File: src/rtl/pl_pkg.sv
// Shared types and constants for the pipeline hazard/forwarding controller.
// Register fields are stored at REG_AW_MAX bits so one tag type serves any REG_AW up to that width.
package pl_pkg;

  localparam int REG_AW_MAX = 8;

  // Forward-select codes: 0 keeps the ID/EX register-file copy, k selects post-EX stage k.
  localparam int FWD_NONE = 0;
  localparam int FWD_MEM  = 1;
  localparam int FWD_WB   = 2;

  typedef struct packed {
    logic                  valid;
    logic [REG_AW_MAX-1:0] rd;
    logic                  regwrite;
    logic                  memread;
    logic [REG_AW_MAX-1:0] rs1;
    logic [REG_AW_MAX-1:0] rs2;
    logic                  rs1_used;
    logic                  rs2_used;
  } tag_t;

endpackage

File: src/rtl/pl_hazard_fwd_match.sv
// Priority match of one EX source register against post-EX stages 1..FWD_DEPTH.
// The nearest matching producer wins; a load that has not yet delivered its data yields no forward.
module pl_fwd_match
  import pl_pkg::*;
#(
  parameter int FWD_DEPTH  = 2,
  parameter int LOAD_READY = 2,
  parameter int SEL_W      = $clog2(FWD_DEPTH + 1)
) (
  input  logic                                  consumer_valid,
  input  logic [REG_AW_MAX-1:0]                 src,
  input  logic                                  src_used,
  input  logic [FWD_DEPTH:1]                    post_valid,
  input  logic [FWD_DEPTH:1]                    post_write,
  input  logic [FWD_DEPTH:1]                    post_load,
  input  logic [FWD_DEPTH:1][REG_AW_MAX-1:0]    post_rd,
  output logic [SEL_W-1:0]                      sel
);

  logic             hit_found;
  logic             hit_early_load;
  logic [SEL_W-1:0] hit_k;

  // NOTE: every variable written in an always_comb gets a default first, so no latch is inferred.
  always_comb begin
    hit_found      = 1'b0;
    hit_early_load = 1'b0;
    hit_k          = SEL_W'(FWD_NONE);
    // Scan far-to-near so the last hit written is the nearest stage.
    for (int k = FWD_DEPTH; k >= 1; k--) begin
      if (post_valid[k] && post_write[k] && (post_rd[k] == src)) begin
        hit_found      = 1'b1;
        hit_early_load = post_load[k] && (k < LOAD_READY);
        hit_k          = SEL_W'(k);
      end
    end
  end

  always_comb begin
    sel = SEL_W'(FWD_NONE);
    if (consumer_valid && src_used && (src != '0) && hit_found && !hit_early_load) begin
      sel = hit_k;
    end
  end

`ifndef SYNTHESIS
  // The ID stall keeps a consumer out of EX until its load producer has reached LOAD_READY.
  always_comb begin
    if (consumer_valid && src_used && (src != '0)) begin
      assert (!(hit_found && hit_early_load));
    end
  end
`endif

endmodule

File: src/rtl/pl_hazard_fwd.sv
// Hazard detection and EX operand forwarding for in-order RV32 pipelines of any post-EX depth.
// Optional PL_HAZARD_PERF_EN adds stall/forward/flush event counters.
module pl_hazard_fwd
  import pl_pkg::*;
#(
  parameter int REG_AW     = 5,
  parameter int FWD_DEPTH  = 2,
  parameter int LOAD_READY = 2,
  parameter int SEL_W      = $clog2(FWD_DEPTH + 1)
) (
  input  logic              clk,
  input  logic              reset,
  input  logic              id_valid,
  input  logic [REG_AW-1:0] id_rs1,
  input  logic [REG_AW-1:0] id_rs2,
  input  logic              id_rs1_used,
  input  logic              id_rs2_used,
  input  logic [REG_AW-1:0] id_rd,
  input  logic              id_regwrite,
  input  logic              id_memread,
  input  logic              flush,
  output logic              stall,
  output logic [SEL_W-1:0]  fwd_sel_a,
  output logic [SEL_W-1:0]  fwd_sel_b
`ifdef PL_HAZARD_PERF_EN
  ,
  output logic [31:0]       perf_stall_cnt,
  output logic [31:0]       perf_fwd_cnt,
  output logic [31:0]       perf_flush_cnt
`endif
);

  // Entry 0 is EX; entry k is the k-th stage after EX.
  tag_t tags_q [0:FWD_DEPTH];
  tag_t tags_d [0:FWD_DEPTH];
  tag_t id_tag;
  logic load_hazard;

  logic [FWD_DEPTH:1]                 post_valid;
  logic [FWD_DEPTH:1]                 post_write;
  logic [FWD_DEPTH:1]                 post_load;
  logic [FWD_DEPTH:1][REG_AW_MAX-1:0] post_rd;

  always_comb begin
    id_tag          = '0;
    id_tag.valid    = id_valid;
    id_tag.rd       = REG_AW_MAX'(id_rd);
    id_tag.regwrite = id_regwrite && (id_rd != '0);
    id_tag.memread  = id_memread;
    id_tag.rs1      = REG_AW_MAX'(id_rs1);
    id_tag.rs2      = REG_AW_MAX'(id_rs2);
    id_tag.rs1_used = id_rs1_used;
    id_tag.rs2_used = id_rs2_used;
  end

  // A load j stages past EX reaches distance j+1 by the time the ID consumer would enter EX.
  always_comb begin
    load_hazard = 1'b0;
    for (int j = 0; j <= FWD_DEPTH; j++) begin
      if ((j + 1 < LOAD_READY) && tags_q[j].valid && tags_q[j].regwrite && tags_q[j].memread) begin
        if (id_tag.rs1_used && (id_tag.rs1 != '0) && (tags_q[j].rd == id_tag.rs1)) load_hazard = 1'b1;
        if (id_tag.rs2_used && (id_tag.rs2 != '0) && (tags_q[j].rd == id_tag.rs2)) load_hazard = 1'b1;
      end
    end
    stall = id_valid && !flush && load_hazard;
  end

  always_comb begin
    tags_d[0] = (id_valid && !stall && !flush) ? id_tag : '0;
    for (int k = 1; k <= FWD_DEPTH; k++) tags_d[k] = tags_q[k-1];
  end

  // NOTE: the whole tag array is reset, not just the valid bits, so in-flight tags vanish cleanly.
  always_ff @(posedge clk or posedge reset) begin
    if (reset) begin
      for (int k = 0; k <= FWD_DEPTH; k++) tags_q[k] <= '0;
    end else begin
      // NOTE: sequential state uses non-blocking assignment so every entry shifts from the old value.
      for (int k = 0; k <= FWD_DEPTH; k++) tags_q[k] <= tags_d[k];
    end
  end

  always_comb begin
    for (int k = 1; k <= FWD_DEPTH; k++) begin
      post_valid[k] = tags_q[k].valid;
      post_write[k] = tags_q[k].regwrite;
      post_load[k]  = tags_q[k].memread;
      post_rd[k]    = tags_q[k].rd;
    end
  end

  pl_fwd_match #(.FWD_DEPTH(FWD_DEPTH), .LOAD_READY(LOAD_READY), .SEL_W(SEL_W)) u_match_a (
    .consumer_valid (tags_q[0].valid),
    .src            (tags_q[0].rs1),
    .src_used       (tags_q[0].rs1_used),
    .post_valid     (post_valid),
    .post_write     (post_write),
    .post_load      (post_load),
    .post_rd        (post_rd),
    .sel            (fwd_sel_a)
  );

  pl_fwd_match #(.FWD_DEPTH(FWD_DEPTH), .LOAD_READY(LOAD_READY), .SEL_W(SEL_W)) u_match_b (
    .consumer_valid (tags_q[0].valid),
    .src            (tags_q[0].rs2),
    .src_used       (tags_q[0].rs2_used),
    .post_valid     (post_valid),
    .post_write     (post_write),
    .post_load      (post_load),
    .post_rd        (post_rd),
    .sel            (fwd_sel_b)
  );

`ifdef PL_HAZARD_PERF_EN
  logic [31:0] perf_stall_q, perf_stall_d;
  logic [31:0] perf_fwd_q,   perf_fwd_d;
  logic [31:0] perf_flush_q, perf_flush_d;

  always_comb begin
    perf_stall_d = perf_stall_q + {31'b0, stall};
    perf_fwd_d   = perf_fwd_q + {31'b0, ((fwd_sel_a != '0) || (fwd_sel_b != '0))};
    perf_flush_d = perf_flush_q + {31'b0, flush};
  end

  always_ff @(posedge clk or posedge reset) begin
    if (reset) begin
      perf_stall_q <= '0;
      perf_fwd_q   <= '0;
      perf_flush_q <= '0;
    end else begin
      perf_stall_q <= perf_stall_d;
      perf_fwd_q   <= perf_fwd_d;
      perf_flush_q <= perf_flush_d;
    end
  end

  assign perf_stall_cnt = perf_stall_q;
  assign perf_fwd_cnt   = perf_fwd_q;
  assign perf_flush_cnt = perf_flush_q;
`endif

endmodule

File: config.mk
export PLATFORM = sky130hd
export DESIGN_NAME = pl_hazard_fwd
export DESIGN_NICKNAME = d
export VERILOG_FILES = /design/src/rtl/pl_pkg.sv /design/src/rtl/pl_hazard_fwd_match.sv /design/src/rtl/pl_hazard_fwd.sv
export SDC_FILE = /design/constraint.sdc
export NUM_CORES = 1
export LEC_CHECK = 0
export ABC_AREA = 1
export CAP_MARGIN = 20
export CORE_MARGIN = 2
export CORE_UTILIZATION = 47
export DETAILED_ROUTE_END_ITERATION = 10
export PLACE_DENSITY = 0.79
export SKIP_LAST_GASP = 1
export SLEW_MARGIN = 20
export SYNTH_ARGS = -nofsm -noshare
export SYNTH_HDL_FRONTEND = slang
export SYNTH_SLANG_ARGS = --single-unit
File: constraint.sdc
create_clock -name clk -period 2 [get_ports clk]
set_input_delay 0.3 -clock clk [delete_from_list [all_inputs] [get_ports clk]]
set_output_delay 0.3 -clock clk [all_outputs]
set_load 0.005 [all_outputs]
==> results of run 1 <==
[state kept, by name (all words and copies together), names as in the netlist]
name	count
post_load	1
post_valid	2
post_rd	10
tags_d	20
post_write	2
[final cells by class]
type / count / area [sq um] / area share [%]
Clock buffer: 6 / 51.3 / 2.35
Clock inverter: 1 / 5.00 / 0.229
Inverter: 36 / 135 / 6.20
Multi-Input combinational cell: 120 / 611 / 28.0
Sequential cell: 35 / 877 / 40.2
Tap cell: 46 / 57.6 / 2.64
Timing Repair Buffer: 48 / 444 / 20.4
[worst max-delay path: cells and delay by family (launching register included)]
family        cells  cell delay [ns]
xor+xnor          1             0.17
buf+inv           1             0.25
flops             1             0.46
simple gates      3             0.36
[layer usage]
layer  part of all wire [%]  wire length (microns)  GRT usage, %  vias up
li1                       -                      -             -      687
met1                     41                   1390          22.3      628
met2                     52                   1740          31.3       41
met3                    4.3                    144          5.05       12
met4                    2.8                     95          11.1        0
met5                      0                      0             0        -
[through the flow]
step / TNS (ns) / total power (uW) / std cells
6_report: 0 / 1340 / 292
5_1_grt: -0.0364 / 1420 / 292
4_1_cts: -0.191 / 1340 / 288
3_5_place_dp: -0.246 / 951 / 279
3_3_place_gp: -0.235 / 946 / 279
2_1_floorplan: 0 / 857 / 193
[cell families after synthesis]
group	synth area share [%]
xor gates and xnor gates	6.53
DFF	54.4
buffers and inverters	9.79
and+or+nand+nor	25.5
AOI/OAI and AO/OA	3.81
[path summary, 6_finish.rpt]
check | cells after the start | to | startpoint | slack, ns
setup / recovery | 5 | fwd_sel_a[1] | tags_d[43] | 0.12
hold / removal | 4 | tags_d[34] | id_rs2[3] | 0.33
setup reg to reg | 10 | tags_d[48] | tags_d[52] | 0.65
hold reg to reg | 0 | post_load[1] | tags_d[47] | 0.38
max in group asynchronous | 3 | tags_d[43] | reset | 1.33
min in group asynchronous | 3 | post_rd[10] | reset | 0.35
[report_power, final]
group          switching (uW)  total, uW  leakage, uW  internal, uW
registers                23.1        758     0.000468           735
logic                    92.8        196     0.000706           103
clock network             223        386    0.0000341           163
total                     339       1340      0.00121          1000
[what timing repair did]
action	4_1_cts	5_1_grt
buffers inserted	2	5
setup endpoints to repair	5	5
gates resized for setup	10	20
cloned	0	0
pin swaps	4	16
[layout by cell type, fill, tap and decap left out, drive strengths merged, types with 7 or more instances in the layout]
| cell type | n |
|---|---|
| clkbuf | 8 |
| dfrtp | 35 |
| nand2 | 36 |
| inv | 36 |
| clkdlybuf4s50 | 17 |
| nand3 | 7 |
| buf | 23 |
| nor2 | 40 |
| xor2 | 7 |
| o21ai | 7 |
==> results.yml, run 1 <==
clock_tree:
  cts_inserted_buffers: 5
  clk_latency_ns: 0.33
  htreeDepth: 2
  root_buffer: "clkbuf_4"
  clk_pin_slew_ns: 0.10
  cts_tree: "done"
  cts_hold_buf: 0
  cts.sinks: 35
  cts_max_path_buffers: 2
critical_path:
  crit_type: "reg -> out"
  crit_slowest_cell: "dfrtp_2"
  timing.critical_path.slowest_cell_delay_ns: 0.46
  crit_path_end_kind: "output port"
  cp.arrival_ns: 1.58
  crit_fanout: 3
  required_ns: 1.70
  path_cells: "xor2_1 > nor2_1 > nand4_1 > nor3_1 > dlygate4sd2_1"
  worstSetupStartpointType: "flop"
route:
  wire_per_inst_microns: 11.6
  viasPerCell: 4.68
  first_pass_iters: 5
  drc: 0
  wl_microns: 3370
  num_vias: 1368
  antenna_left: 0
  drtIter0Drc: 39
synthesis:
  netlist_area_sq_um: 1610
  synth_fp_nets: 216
  syn_inst: 193
  ys_seq_area_share_pct: 54.4
  ys_top_cells_by_area: "dfrtp_1, nor2_1, inv_1"
  ys_types: 21
  synth_top_cell_area_share_pct: 54.4
  synth.most_common_cell: "nor2_1"
  ys.flop_type: "dfrtp_1"
  yosys.area.top_type: "dfrtp_1"
  synth_edf_count: 0
  synth_commonest_cells: "nor2_1, inv_1, dfrtp_1"
  syn_area_per_cell_sq_um: 8.34
  ys_async_sr_fraction_pct: 100
  yosys_warnings: 0
  ys_seq_elements: 35
finish:
  antenna_cells: 0
  drive_gt1_share_pct: 19.1
  design_area_sq_um: 2180
  area_growth_pct: 35.4
  fill_cells: 296
  nNetsFinal: 269
  utilization_pct: 65.9
hold_path:
  hp-class: "in -> reg"
global_route:
  grt_max_degree: 36
  grt_pass1_vias: 1354
  grt-ovfl-total: 0
  grtUsageTotal_pct: 19.0
  antenna_found_initial: 0
  grt_pass1_wl_microns: 5640
place:
  port_buffers: 27
  preCtsSetupSlack_ns: -0.246
  placed_area_sq_um: 2040
  routabilityCongestion: 0.894
  hpwl_microns: 2410
run_status:
  status: "completed"
sta:
  finalMaxSlewViolations: 0
  setup_ws_ns: 0.123
  finalHoldViolCount: 0
  rsz0062_at_grt: "yes"
  min_period_ns: 1.88
  tightest_slew_ns: 0.432
  finalCritPeriodShare_pct: 93.8
  relSlewSlack_pct: 71.2
  skew_ns: 0.00753
  fmax_mhz: 533
  setup_viol: 0
  fin_hold_ws_ns: 0.327
pwr:
  ir_worst_vdd_v: 0.000438
  p_per_area_nw_per_um2: 614
  power_leakage_uw: 0.00121
die:
  die_y_microns: 62.5
  start_util_pct: 48.6
  placementRows: 21
  die-area_sq_um: 3910
  die_width_microns: 62.5
  io_pins: 28
  core_area_sq_um: 3310
flow_run:
  cap_violations: 0
Note: power is estimated with default switching activity, not from simulation.
==> inputs of run 2 (changes only) <==
CORE_MARGIN = 5   (was 2)
MAX_ROUTING_LAYER = met4   (was not set)
==> run 2 against run 1 <==
  * First-iteration DRC count rose by 2.6%
  * Combinational power barely moved
  * Sequential power barely moved
  * Die area rose by 20%
  * Worst hold slack improved by 0.031 ns
  * Via count rose by 0.15%
==> results.yml, run 2 (synthesized netlist as in run 1, its figures left out) <==
critical_path:
  cp.depth: 4
  critPathBufInv: 1
  crit_type: "reg -> out"
  worstSetupStartpointType: "flop"
  critPathLaunch: "post_rd[2]"
  r2r_slack_ns: 0.59
  timing.critical_path.slowest_cell_delay_ns: 0.43
  crit_family: "simple AND/OR/NAND/NOR gates"
  crit_end: "fwd_sel_b[0]"
  required_ns: 1.70
  crit_slowest_cell: "dfrtp_1"
  r2r-end: "tags_d[43]"
  cp.arrival_ns: 1.63
  path_cells: "xor2_1 > nor4_4 > and2_1 > dlygate4sd2_1"
  crit_fanout: 3
  r2r-start: "tags_d[50]"
  crit_path_end_kind: "output port"
  reg2regPathDepth: 11
global_route:
  grt_pass1_vias: 1403
  grt-ovfl-total: 0
  grt_max_degree: 36
  antenna_found_initial: 0
  grt_pass1_wl_microns: 5830
  grtUsageTotal_pct: 17.7
place:
  port_buffers: 27
  hpwl_microns: 2550
  dp.cells: 279
  routabilityCongestion: 0.880
sta:
  setup_viol: 0
  relSlewSlack_pct: 71.3
  min_period_ns: 1.93
  fin_hold_ws_ns: 0.358
  rsz0062_at_grt: "yes"
  finalHoldViolCount: 0
  skew_ns: 0.00763
  finalMaxSlewViolations: 0
  fmax_mhz: 518
  tightest_slew_ns: 0.431
  finalCritPeriodShare_pct: 96.5
finish:
  largest_reg_flops: 20
  nNetsFinal: 271
  area_growth_pct: 36.6
  antenna_cells: 0
  drive_gt1_share_pct: 19.3
  final_cell_mix: "nor2_1, dfrtp_1, inv_1, nand2_1, buf_4"
  finalNonFillerCells: 295
  final_common_cell: "nor2_1"
die:
  core_area_sq_um: 3340
  die_width_microns: 68.5
  start_util_pct: 48.3
  die-area_sq_um: 4700
  placementRows: 21
  die_y_microns: 68.5
  io_pins: 28
clock_tree:
  cts_max_path_buffers: 2
  cts_hold_buf: 0
  cts_inserted_buffers: 5
  htreeDepth: 2
  cts.sinks: 35
  cts_tree: "done"
  clk_pin_slew_ns: 0.10
  clk_latency_ns: 0.33
  root_buffer: "clkbuf_4"
route:
  viasPerCell: 4.64
  num_vias: 1370
  antenna_left: 0
  first_pass_iters: 4
  drtIter0Drc: 40
  wl_microns: 3400
  wire_per_inst_microns: 11.5
  drc: 0
pwr:
  ir_worst_vdd_v: 0.000713
  power_leakage_uw: 0.00118
  p_per_area_nw_per_um2: 669
hold_path:
  hp-class: "in -> async"
flow_run:
  cap_violations: 0
run_status:
  status: "completed"
-- run 2: how the worst min path moves through the flow --
stage                   from             to  slack, ns  depth (start not counted)
2_1_floorplan     tags_d[48]  post_write[1]       0.35                          0
3_3_place_gp   post_write[1]  post_write[2]       0.36                          0
3_5_place_dp   post_write[1]  post_write[2]       0.36                          0
4_1_cts                reset     tags_d[48]       0.37                          3
5_1_grt                reset     tags_d[49]       0.38                          3
6_report               reset     tags_d[49]       0.36                          3
-- run 2: worst register-to-register path, cell delays in order (launching register included) --
cell,delay (ns)
dfrtp_1,0.42
inv_1,0.08
nand2_1,0.06
nand2_1,0.06
nand2_1,0.06
nor2_1,0.08
nand3_1,0.08
nand2_1,0.09
nand2_2,0.06
nand2_2,0.10
buf_12,0.15
nor2_1,0.06
-- run 2: report_power, final --
| group | switching, uW | internal (uW) | leakage, uW |
|---|---|---|---|
| Sequential | 22.2 | 735 | 0.000469 |
| Clock | 225 | 295 | 0.0000482 |
| Combinational | 93.3 | 101 | 0.000663 |
| Total | 340 | 1130 | 0.00118 |
-- run 2: what timing repair did --
item,CTS,global route
resized for setup,15,10
endpoints found under the hold margin,0,0
setup endpoints to repair,5,5
pin swaps,4,4
setup buffers,4,4
cloned,0,0
-- run 2: area by class of cell --
type	instances	area, sq um
Multi-Input combinational cell	120	612
Sequential cell	35	876
Inverter	36	135
Timing Repair Buffer	50	433
Clock buffer	6	51.3
Fill cell	287	1140
Clock inverter	2	35.0
Tap cell	46	57.6
-- run 2: metrics by stage --
| step | TNS, ns | power [uW] | util (%) | area, sq um | worst slack [ns] |
|---|---|---|---|---|---|
| 6_report | 0 | 1470 | 65.9 | 2200 | 0.0701 |
| 5_1_grt | -0.0612 | 1550 | 65.9 | 2200 | -0.0342 |
| 4_1_cts | -0.0594 | 1480 | 64.9 | 2160 | -0.0594 |
| 3_5_place_dp | -0.289 | 951 | 61.2 | 2040 | -0.289 |
| 3_3_place_gp | -0.238 | 946 | 61.2 | 2040 | -0.238 |
| 2_1_floorplan | 0 | 857 | - | 1610 | 0.679 |
-- run 2: metal layers --
metal,track usage [%],vias up,wire [microns],share of wire (%)
li1,-,695,-,-
met1,20.8,626,1400,41
met3,4.05,6,194,5.7
met5,-,-,0,0
met2,29.0,43,1750,51
met4,7.94,0,61,1.8
==> inputs of run 3 (changes only) <==
CTS_CLUSTER_DIAMETER = 30   (was not set)
==> results of run 3 <==
No change in the layout: final DEF, timing and power equal those of run 2.
